$ cat src/rtl/rs_pkg.sv
// rtl/rs_pkg.sv - shared types and constants for the reservation station
//
// Purpose: opcode encodings, instruction field positions, default tag width,
//          the per-entry record and a small width helper used by
//          reservation_station and rs_select.
// Ports:   none (package).
// Config:  entry fields are sized by ENT_DATA_W / ENT_TAG_W; an instance
//          may use DATA_W <= ENT_DATA_W and TAG_W <= ENT_TAG_W.
package rs_pkg;

    localparam logic [2:0] OP_ADD = 3'b000;
    localparam logic [2:0] OP_SUB = 3'b001;
    localparam logic [2:0] OP_MUL = 3'b010;
    localparam logic [2:0] OP_DIV = 3'b011;

    // Bubble the instruction queue presents when it has nothing to send.
    localparam logic [8:0] INVALID_INSTR = 9'h1FF;

    localparam int OP_MSB = 8;
    localparam int OP_LSB = 6;
    localparam int RD_MSB = 5;
    localparam int RD_LSB = 3;
    localparam int RS_MSB = 2;
    localparam int RS_LSB = 0;

    localparam int TAG_W_DEF  = 3;
    localparam int ENT_DATA_W = 16;
    localparam int ENT_TAG_W  = TAG_W_DEF;

    typedef struct packed {
        logic                  busy;
        logic [2:0]            op;
        logic [ENT_DATA_W-1:0] vj;
        logic [ENT_DATA_W-1:0] vk;
        logic [ENT_TAG_W-1:0]  qj;
        logic [ENT_TAG_W-1:0]  qk;
        logic                  pendj;
        logic                  pendk;
    } rs_entry_t;

    // Index / age width for a station of the given depth (at least one bit).
    function automatic int idx_width(input int depth);
        return (depth > 1) ? $clog2(depth) : 1;
    endfunction

endpackage

$ cat src/rtl/rs_select.sv
// rtl/rs_select.sv - priority picker over a request vector with optional age
//
// Purpose: returns the requesting entry with the smallest age; ties (and an
//          all-zero age vector) resolve to the lowest index, so the same block
//          serves lowest-free-slot allocation and issue selection.
// Ports:
//   req     in  DEPTH        candidate entries
//   age     in  DEPTH*IDX_W  packed per-entry ages, entry i at [i*IDX_W +: IDX_W]
//   valid   out 1            some entry requested
//   onehot  out DEPTH        selected entry, zero when !valid
//   idx     out IDX_W        index of selected entry, zero when !valid
module rs_select
    import rs_pkg::*;
#(
    parameter int DEPTH = 3,
    parameter int IDX_W = idx_width(DEPTH)
) (
    input  logic [DEPTH-1:0]       req,
    input  logic [DEPTH*IDX_W-1:0] age,
    output logic                   valid,
    output logic [DEPTH-1:0]       onehot,
    output logic [IDX_W-1:0]       idx
);

    logic [IDX_W-1:0] best_age;

    always_comb begin
        valid    = 1'b0;
        idx      = '0;
        best_age = '0;
        // Strict less-than keeps the earliest index on equal ages.
        for (int i = 0; i < DEPTH; i++) begin
            if (req[i] && (!valid || (age[i*IDX_W +: IDX_W] < best_age))) begin
                valid    = 1'b1;
                idx      = IDX_W'(i);
                best_age = age[i*IDX_W +: IDX_W];
            end
        end
    end

    always_comb begin
        onehot = '0;
        if (valid) begin
            onehot = DEPTH'(1) << idx;
        end
    end

endmodule

$ cat src/rtl/reservation_station.sv
// rtl/reservation_station.sv - Tomasulo reservation station for one FU class
//
// Purpose: accepts dispatched instructions of one class (ADD/SUB or MUL/DIV),
//          holds them until both operands are known (register file, same-cycle
//          CDB bypass, or later CDB snoop) and presents one ready entry to the
//          functional unit. Entry i owns producer tag TAG_BASE+i.
// Config:  `define AGE_ORDER_EN to issue the oldest ready entry; otherwise the
//          lowest-index ready entry issues.
// Ports:
//   Clock                in   rising-edge clock
//   Clear                in   synchronous active-high reset
//   dispatchValid        in   instrIn carries a dispatched instruction
//   instrIn[8:0]         in   [8:6] opCode, [5:3] rd, [2:0] rs
//   regValRd/regValRs    in   register-file operand values
//   regPendRd/regPendRs  in   operand still awaits a producer
//   regTagRd/regTagRs    in   producer tag of a pending operand
//   cdbValid/cdbTag/cdbData in common data bus broadcast
//   full                 out  every entry busy
//   allocValid/allocTag  out  entry allocated this cycle and its tag
//   exValid/exOp/exA/exB/exTag out ready entry presented to the FU
//   exReady              in   FU takes the presented entry
module reservation_station
    import rs_pkg::*;
#(
    parameter int DEPTH    = 3,
    parameter int OP_CLASS = 0,
    parameter int DATA_W   = 16,
    parameter int TAG_W    = TAG_W_DEF,
    parameter int TAG_BASE = 1
) (
    input  logic              Clock,
    input  logic              Clear,
    input  logic              dispatchValid,
    input  logic [8:0]        instrIn,
    input  logic [DATA_W-1:0] regValRd,
    input  logic [DATA_W-1:0] regValRs,
    input  logic              regPendRd,
    input  logic              regPendRs,
    input  logic [TAG_W-1:0]  regTagRd,
    input  logic [TAG_W-1:0]  regTagRs,
    input  logic              cdbValid,
    input  logic [TAG_W-1:0]  cdbTag,
    input  logic [DATA_W-1:0] cdbData,
    output logic              full,
    output logic              allocValid,
    output logic [TAG_W-1:0]  allocTag,
    output logic              exValid,
    output logic [2:0]        exOp,
    output logic [DATA_W-1:0] exA,
    output logic [DATA_W-1:0] exB,
    output logic [TAG_W-1:0]  exTag,
    input  logic              exReady
);

    localparam int IDX_W = idx_width(DEPTH);

    rs_entry_t ent [DEPTH];
    rs_entry_t new_ent;

    logic [DEPTH-1:0]       busy;
    logic [DEPTH-1:0]       ready;
    logic [DEPTH*IDX_W-1:0] age_flat;

    logic                   free_valid;
    logic [DEPTH-1:0]       free_onehot;
    logic [IDX_W-1:0]       free_idx;
    logic                   iss_valid;
    logic [DEPTH-1:0]       iss_onehot;
    logic [IDX_W-1:0]       iss_idx;

    logic                   accept;
    logic                   fire;

    always_comb begin
        busy  = '0;
        ready = '0;
        for (int i = 0; i < DEPTH; i++) begin
            busy[i]  = ent[i].busy;
            ready[i] = ent[i].busy && !ent[i].pendj && !ent[i].pendk;
        end
    end

    assign full = &busy;

    // Class check: bit 8 low selects the ALU opcodes, bit 7 picks the class.
    // The 9'h1FF bubble fails the bit-8 test.
    assign accept     = dispatchValid && !instrIn[OP_MSB] && (instrIn[7] == OP_CLASS[0]);
    assign allocValid = accept && free_valid && !Clear;
    assign allocTag   = allocValid ? (TAG_W'(TAG_BASE) + TAG_W'(free_idx)) : '0;

    // Lowest free slot: ages are not relevant for allocation.
    rs_select #(.DEPTH(DEPTH), .IDX_W(IDX_W)) u_alloc_sel (
        .req    (~busy),
        .age    ('0),
        .valid  (free_valid),
        .onehot (free_onehot),
        .idx    (free_idx)
    );

    rs_select #(.DEPTH(DEPTH), .IDX_W(IDX_W)) u_issue_sel (
        .req    (ready),
        .age    (age_flat),
        .valid  (iss_valid),
        .onehot (iss_onehot),
        .idx    (iss_idx)
    );

    assign exValid = iss_valid && !Clear;
    assign exOp    = ent[iss_idx].op;
    assign exA     = DATA_W'(ent[iss_idx].vj);
    assign exB     = DATA_W'(ent[iss_idx].vk);
    assign exTag   = TAG_W'(TAG_BASE) + TAG_W'(iss_idx);
    assign fire    = exValid && exReady;

    // Operand capture for the incoming instruction. A result broadcast in the
    // same cycle the producer tag is read would otherwise be missed forever.
    always_comb begin
        new_ent      = '0;
        new_ent.busy = 1'b1;
        new_ent.op   = instrIn[OP_MSB:OP_LSB];
        if (!regPendRd) begin
            new_ent.vj = ENT_DATA_W'(regValRd);
        end else if (cdbValid && (cdbTag == regTagRd)) begin
            new_ent.vj = ENT_DATA_W'(cdbData);
        end else begin
            new_ent.pendj = 1'b1;
            new_ent.qj    = ENT_TAG_W'(regTagRd);
        end
        if (!regPendRs) begin
            new_ent.vk = ENT_DATA_W'(regValRs);
        end else if (cdbValid && (cdbTag == regTagRs)) begin
            new_ent.vk = ENT_DATA_W'(cdbData);
        end else begin
            new_ent.pendk = 1'b1;
            new_ent.qk    = ENT_TAG_W'(regTagRs);
        end
    end

    // Allocation only targets a non-busy slot and issue only a busy one, so
    // the two never hit the same entry in one cycle.
    always_ff @(posedge Clock) begin
        if (Clear) begin
            for (int i = 0; i < DEPTH; i++) begin
                ent[i] <= '0;
            end
        end else begin
            for (int i = 0; i < DEPTH; i++) begin
                if (allocValid && free_onehot[i]) begin
                    ent[i] <= new_ent;
                end else begin
                    if (fire && iss_onehot[i]) begin
                        ent[i].busy <= 1'b0;
                    end
                    if (cdbValid && ent[i].busy && ent[i].pendj &&
                        (TAG_W'(ent[i].qj) == cdbTag)) begin
                        ent[i].vj    <= ENT_DATA_W'(cdbData);
                        ent[i].pendj <= 1'b0;
                    end
                    if (cdbValid && ent[i].busy && ent[i].pendk &&
                        (TAG_W'(ent[i].qk) == cdbTag)) begin
                        ent[i].vk    <= ENT_DATA_W'(cdbData);
                        ent[i].pendk <= 1'b0;
                    end
                end
            end
        end
    end

`ifdef AGE_ORDER_EN
    // Ages of busy entries stay compact in 0..n-1, 0 being the oldest. A new
    // entry lands above every survivor; when an entry leaves, the ones
    // allocated after it move down by one to close the gap.
    localparam int CNT_W = IDX_W + 1;

    logic [IDX_W-1:0] age_q [DEPTH];
    logic [CNT_W-1:0] n_busy;
    logic [IDX_W-1:0] new_age;
    logic [IDX_W-1:0] iss_age;

    always_comb begin
        n_busy = '0;
        for (int i = 0; i < DEPTH; i++) begin
            n_busy = n_busy + CNT_W'(busy[i]);
        end
        new_age = IDX_W'(n_busy - CNT_W'(fire));
        iss_age = age_q[iss_idx];
        for (int i = 0; i < DEPTH; i++) begin
            age_flat[i*IDX_W +: IDX_W] = age_q[i];
        end
    end

    always_ff @(posedge Clock) begin
        if (Clear) begin
            for (int i = 0; i < DEPTH; i++) begin
                age_q[i] <= '0;
            end
        end else begin
            for (int i = 0; i < DEPTH; i++) begin
                if (allocValid && free_onehot[i]) begin
                    age_q[i] <= new_age;
                end else if (fire && busy[i] && (age_q[i] > iss_age)) begin
                    age_q[i] <= age_q[i] - 1'b1;
                end
            end
        end
    end
`else
    assign age_flat = '0;
`endif

endmodule

$ cat config.mk
export PLATFORM = sky130hd
export DESIGN_NAME = reservation_station
export DESIGN_NICKNAME = d
export VERILOG_FILES = /design/src/rtl/rs_pkg.sv /design/src/rtl/rs_select.sv /design/src/rtl/reservation_station.sv
export SDC_FILE = /design/constraint.sdc
export NUM_CORES = 1
export LEC_CHECK = 0
export ABC_AREA = 0
export CORE_ASPECT_RATIO = 1.75
export CORE_MARGIN = 10
export CORE_UTILIZATION = 58
export CTS_CLUSTER_DIAMETER = 200
export DETAILED_ROUTE_END_ITERATION = 8
export PLACE_DENSITY = 0.84
export SLEW_MARGIN = 20
export SYNTH_ARGS = -nofsm -noshare
export SYNTH_HDL_FRONTEND = slang
export SYNTH_SLANG_ARGS = --single-unit
$ cat constraint.sdc
create_clock -name Clock -period 5.6 [get_ports Clock]
set_input_delay 1.12 -clock Clock [delete_from_list [all_inputs] [get_ports Clock]]
set_output_delay 1.12 -clock Clock [all_outputs]
set_load 0.03 [all_outputs]
* Word level (Yosys, flattened, before mapping)
Memory sizes are Yosys's and may differ from the RTL's.
Index checks and enable logic that the tools add are counted.
** Cells by class
- Eq/ne operators :: 8
- $add $sub $neg :: 2
- Shift-type cells :: 2
- Reductions and logical operators :: 52
- Bitwise gates (word level) :: 20
- Mux-type cells :: 90
** Operators by type and width (count)
- two-way mux 16 bit :: 10
- two-way mux 44 bit :: 3
- two-way mux 1 bit :: 68
- logical AND 1 bit :: 39
- equality test 3 bit :: 8
- two-way mux 3 bit :: 7
- bitwise OR 1 bit :: 18
- logical NOT 1 bit :: 12
- adder 1 x 2 -> 3 bit (first input constant) :: 2
- left shift 1 x 2 -> 3 bit (first input constant) :: 2
- two-way mux 2 bit :: 2
- inverter 3 bit :: 1
- AND reduction 3 bit :: 1
- inverter 1 bit :: 1
** Storage, ports and cells
- Register bits :: 0
- RAM bits :: 132
- Output and inout bits :: 44
- Memories kept :: 1
** Memories
- ent :: depth 3, width 44, read ports 4, clocked after memory_dff 0, write ports 3, line reservation_station.sv:57 : rs_entry_t ent [DEPTH];

* Longest topological paths before layout
An unclocked memory read counts as a cell.
- Word-level depth :: 19
- Depth in mapped cells :: 11

* By module
A second synthesis with hierarchy kept.
** Second synthesis, totals
- Cell total of the unflattened synthesis :: 633
- Area, all modules :: 7229.4 um^2
** Modules (own cells, without submodules)
- reservation_station :: times used 1, cells an instance 581, area each 6859.1 um^2
- rs_select :: times used 2, cells an instance 26, area each 185.2 um^2

* Worst setup path after synthesis
OpenSTA, ideal clock, no wires.
- Path kind :: input -> register
- Start point :: input port cdbTag[1]
- End point :: memory ent[0][1] in the netlist's numbering (enable)
- Slack :: 2256 ps
- Path buffers :: 1
- Required time :: 5185 ps
- Library setup time :: 415 ps
- Data arrival time :: 2929 ps
- Stages :: 4
- Cell sequence :: buf_6 -> xnor2_1 -> nand4_1 -> o21ai_0
** RTL lines
- from (decl) :: line reservation_station.sv:42 : input logic [TAG_W-1:0] cdbTag,
- to (decl) :: line reservation_station.sv:57

==> impl_metrics.toml <==
[run_status]
status = "finished, final reports clean"

[routing]
drt_iter0_drc = 661
routedWlPerCell_um = 23.9
via_per_inst = 6.62
num_vias = 5385
wl_um = 19400
drtPass1Iterations = 6
antenna_left = 0
drc = 0

[yosys]
synth_ff_type = "edfxtp_1"
synth_seq_cells = 132
yosysWarnings = 0
syn_inst = 567
synthesis.nets = 643
async_flop_share_pct = 0
synth_edf_count = 129
syn_area_um2 = 6880
avgSynthCellArea_um2 = 12.1
synth_seq_area_share_pct = 57.2
yosysUniqueCellTypes = 51

[finish]
fillers = 766
largest_register = "ent"
multiInputGateArea_um2 = 2630
diodes = 0
num-nets-final = 742
reg_top3 = "ent x132"
final_cell_mix = "edfxtp_1, clkdlybuf4s50_1, nor2_1"
largest_reg_flops = 132
seq_area_um2 = 3930
final_util_pct = 73.6
final_common_cell = "edfxtp_1"
fin_area_um2 = 8520
drive_above_1_share_pct = 9.29
synthToLayoutAreaGrowth_pct = 23.9

[place]
placed_cell_area_um2 = 7940
dpl_worst_slack_ns = 1.20
dp_hpwl_um = 12900
port_buffers = 109
gp_congestion = 0.853

[critical_path]
cp.required_ns = 4.48
crit-reg2reg-launch = "ent[0][43]"
worstSetupPathType = "reg2out"
crit_start = "ent[1][0]"
worstSetupEndpointType = "output port"
critPathLaunchType = "flop"
crit_fanout = 28
arrival_ns = 3.41

[cts]
postCtsSetupBuffers = 0
clk_pin_slew_ns = 0.05
htreeDepth = 4
clock-root-buffer = "clkbuf_16"
cts-resized-gates = 0
cts_buffers = 17
clock-sinks = 132
clock_latency_ns = 0.42
clock_path_buffers = 2
cts_tree = "done"
hold_buffers = 0

[sta]
setup_viol = 0
finalWorstPathRequiredPeriod_ns = 4.53
slew_headroom_pct = 38.7
fmax_mhz = 221
worst_pin_slew_ns = 0.916
tns_ns = 0
finalHoldViolations = 0
finalWorstSetupSlack_ns = 1.07
fin_crit_sh_pct = 80.9
rsz0062_at_grt = "no"
final.setup_skew_ns = 0.00701
slew_violations = 0

[floorplanning]
core_area_um2 = 11600
floorplan.initialDensity_pct = 59.4
io-pin-count = 117
dieArea_um2 = 16800
die_h_um = 164
die_w_um = 102
fp-row-count = 52

[power_and_ir_drop]
pwr-share-clk_pct = 41.7
ir_drop_mv = 0.266
p_switching_uw = 665
seq_power_share_pct = 43.7
power_switching_share_pct = 25.1
power.leakage_nw = 3.13
p_per_area_nw_per_um2 = 311
p_int_mw = 1.99
comb_power_share_pct = 14.5

[hold_path]
min_path_type = "reg2reg"
hold_path.startpoint = "ent[2][1]"

[global_routing]
gr-total-overflow = 0
grt_start_max_net_pins = 72
grt_pass1_vias = 5546
grt_pass1_wl_um = 29400
grt_usage_pct = 23.3
antenna_found_initial = 0

[flow_run]
drv_cap = 0
final timing paths:
path	endpoint	cells after the start	slack, ns
min reg2reg	ent[2][1]	2	0.55
max reg2reg	ent[2][23]	6	2.75
max	exB[1]	6	1.07
min	ent[2][1]	2	0.55
per-stage QoR:
step / instances / hold WS, ns / power (mW)
floorplan: 567 / 0.484 / 1.39
global placement: 782 / 0.512 / 1.54
detailed placement: 782 / 0.528 / 1.56
CTS: 813 / 0.551 / 2.65
global route: 813 / 0.568 / 2.72
finish: 813 / 0.550 / 2.65
power groups by stage:
stage	sequential (mW)	combinational, mW	clock [mW]
after floorplan	1.17	0.214	0
after global placement	1.18	0.369	0
after detailed placement	1.18	0.379	0
after CTS	1.16	0.383	1.11
after global routing	1.16	0.405	1.15
final	1.16	0.385	1.11
Yosys cell counts, types with 3 or more instances:
| library cell | number | area (um^2) |
|---|---|---|
| mux2i_1 | 35 | 350 |
| dfxtp_1 | 3 | 60.1 |
| inv_1 | 9 | 33.8 |
| nor3_1 | 5 | 25.0 |
| and2_1 | 3 | 18.8 |
| o21ai_0 | 32 | 160 |
| nand2_1 | 42 | 158 |
| o21ai_1 | 11 | 55.1 |
| buf_6 | 12 | 135 |
| nand4_1 | 4 | 25.0 |
| buf_4 | 8 | 60.1 |
| nor2b_1 | 5 | 31.3 |
| nor3b_1 | 6 | 45.0 |
| nand2_2 | 3 | 18.8 |
| a22oi_1 | 64 | 480 |
| xor2_1 | 6 | 52.6 |
| a22o_1 | 32 | 280 |
| and3_1 | 3 | 18.8 |
| buf_2 | 14 | 70.1 |
| xnor2_1 | 18 | 158 |
| nor2_1 | 69 | 259 |
| ha_1 | 3 | 37.5 |
| clkbuf_2 | 3 | 15.0 |
| edfxtp_1 | 129 | 3870 |
| a21oi_1 | 6 | 30.0 |
layout make-up:
class | count | share of cell area, %
Sequential cell | 132 | 46.2
Multi-Input combinational cell | 387 | 30.9
Inverter | 9 | 0.396
Tap cell | 135 | 1.98
Clock buffer | 17 | 4.99
Timing Repair Buffer | 119 | 13.7
Clock inverter | 14 | 1.89
critical path: stages (launching register included):
cell	delay, ns
edfxtp_1	0.48
nor3b_2	0.35
nand2_2	0.58
buf_4	0.45
mux2i_1	0.14
o21ai_1	0.23
clkdlybuf4s50_1	0.73
per-layer routing:
layer / GRT usage (%) / share of wire (%)
met1: 23.3 / 33
met2: 40.4 / 52
met3: 6.18 / 8.4
met4: 16.9 / 6.5
met5: 0 / 0
cells by family after synthesis:
kind of cell / Yosys count / synth area share, %
buf+inv: 48 / 4.67
compound gates: 160 / 17.5
fa+ha+maj: 3 / 0.546
simple gates: 164 / 11.9
mux: 35 / 5.09
xor+xnor: 24 / 3.06
flops: 132 / 57.2
other cells: 1 / 0.0545
Power figures use the tool's default switching activity.
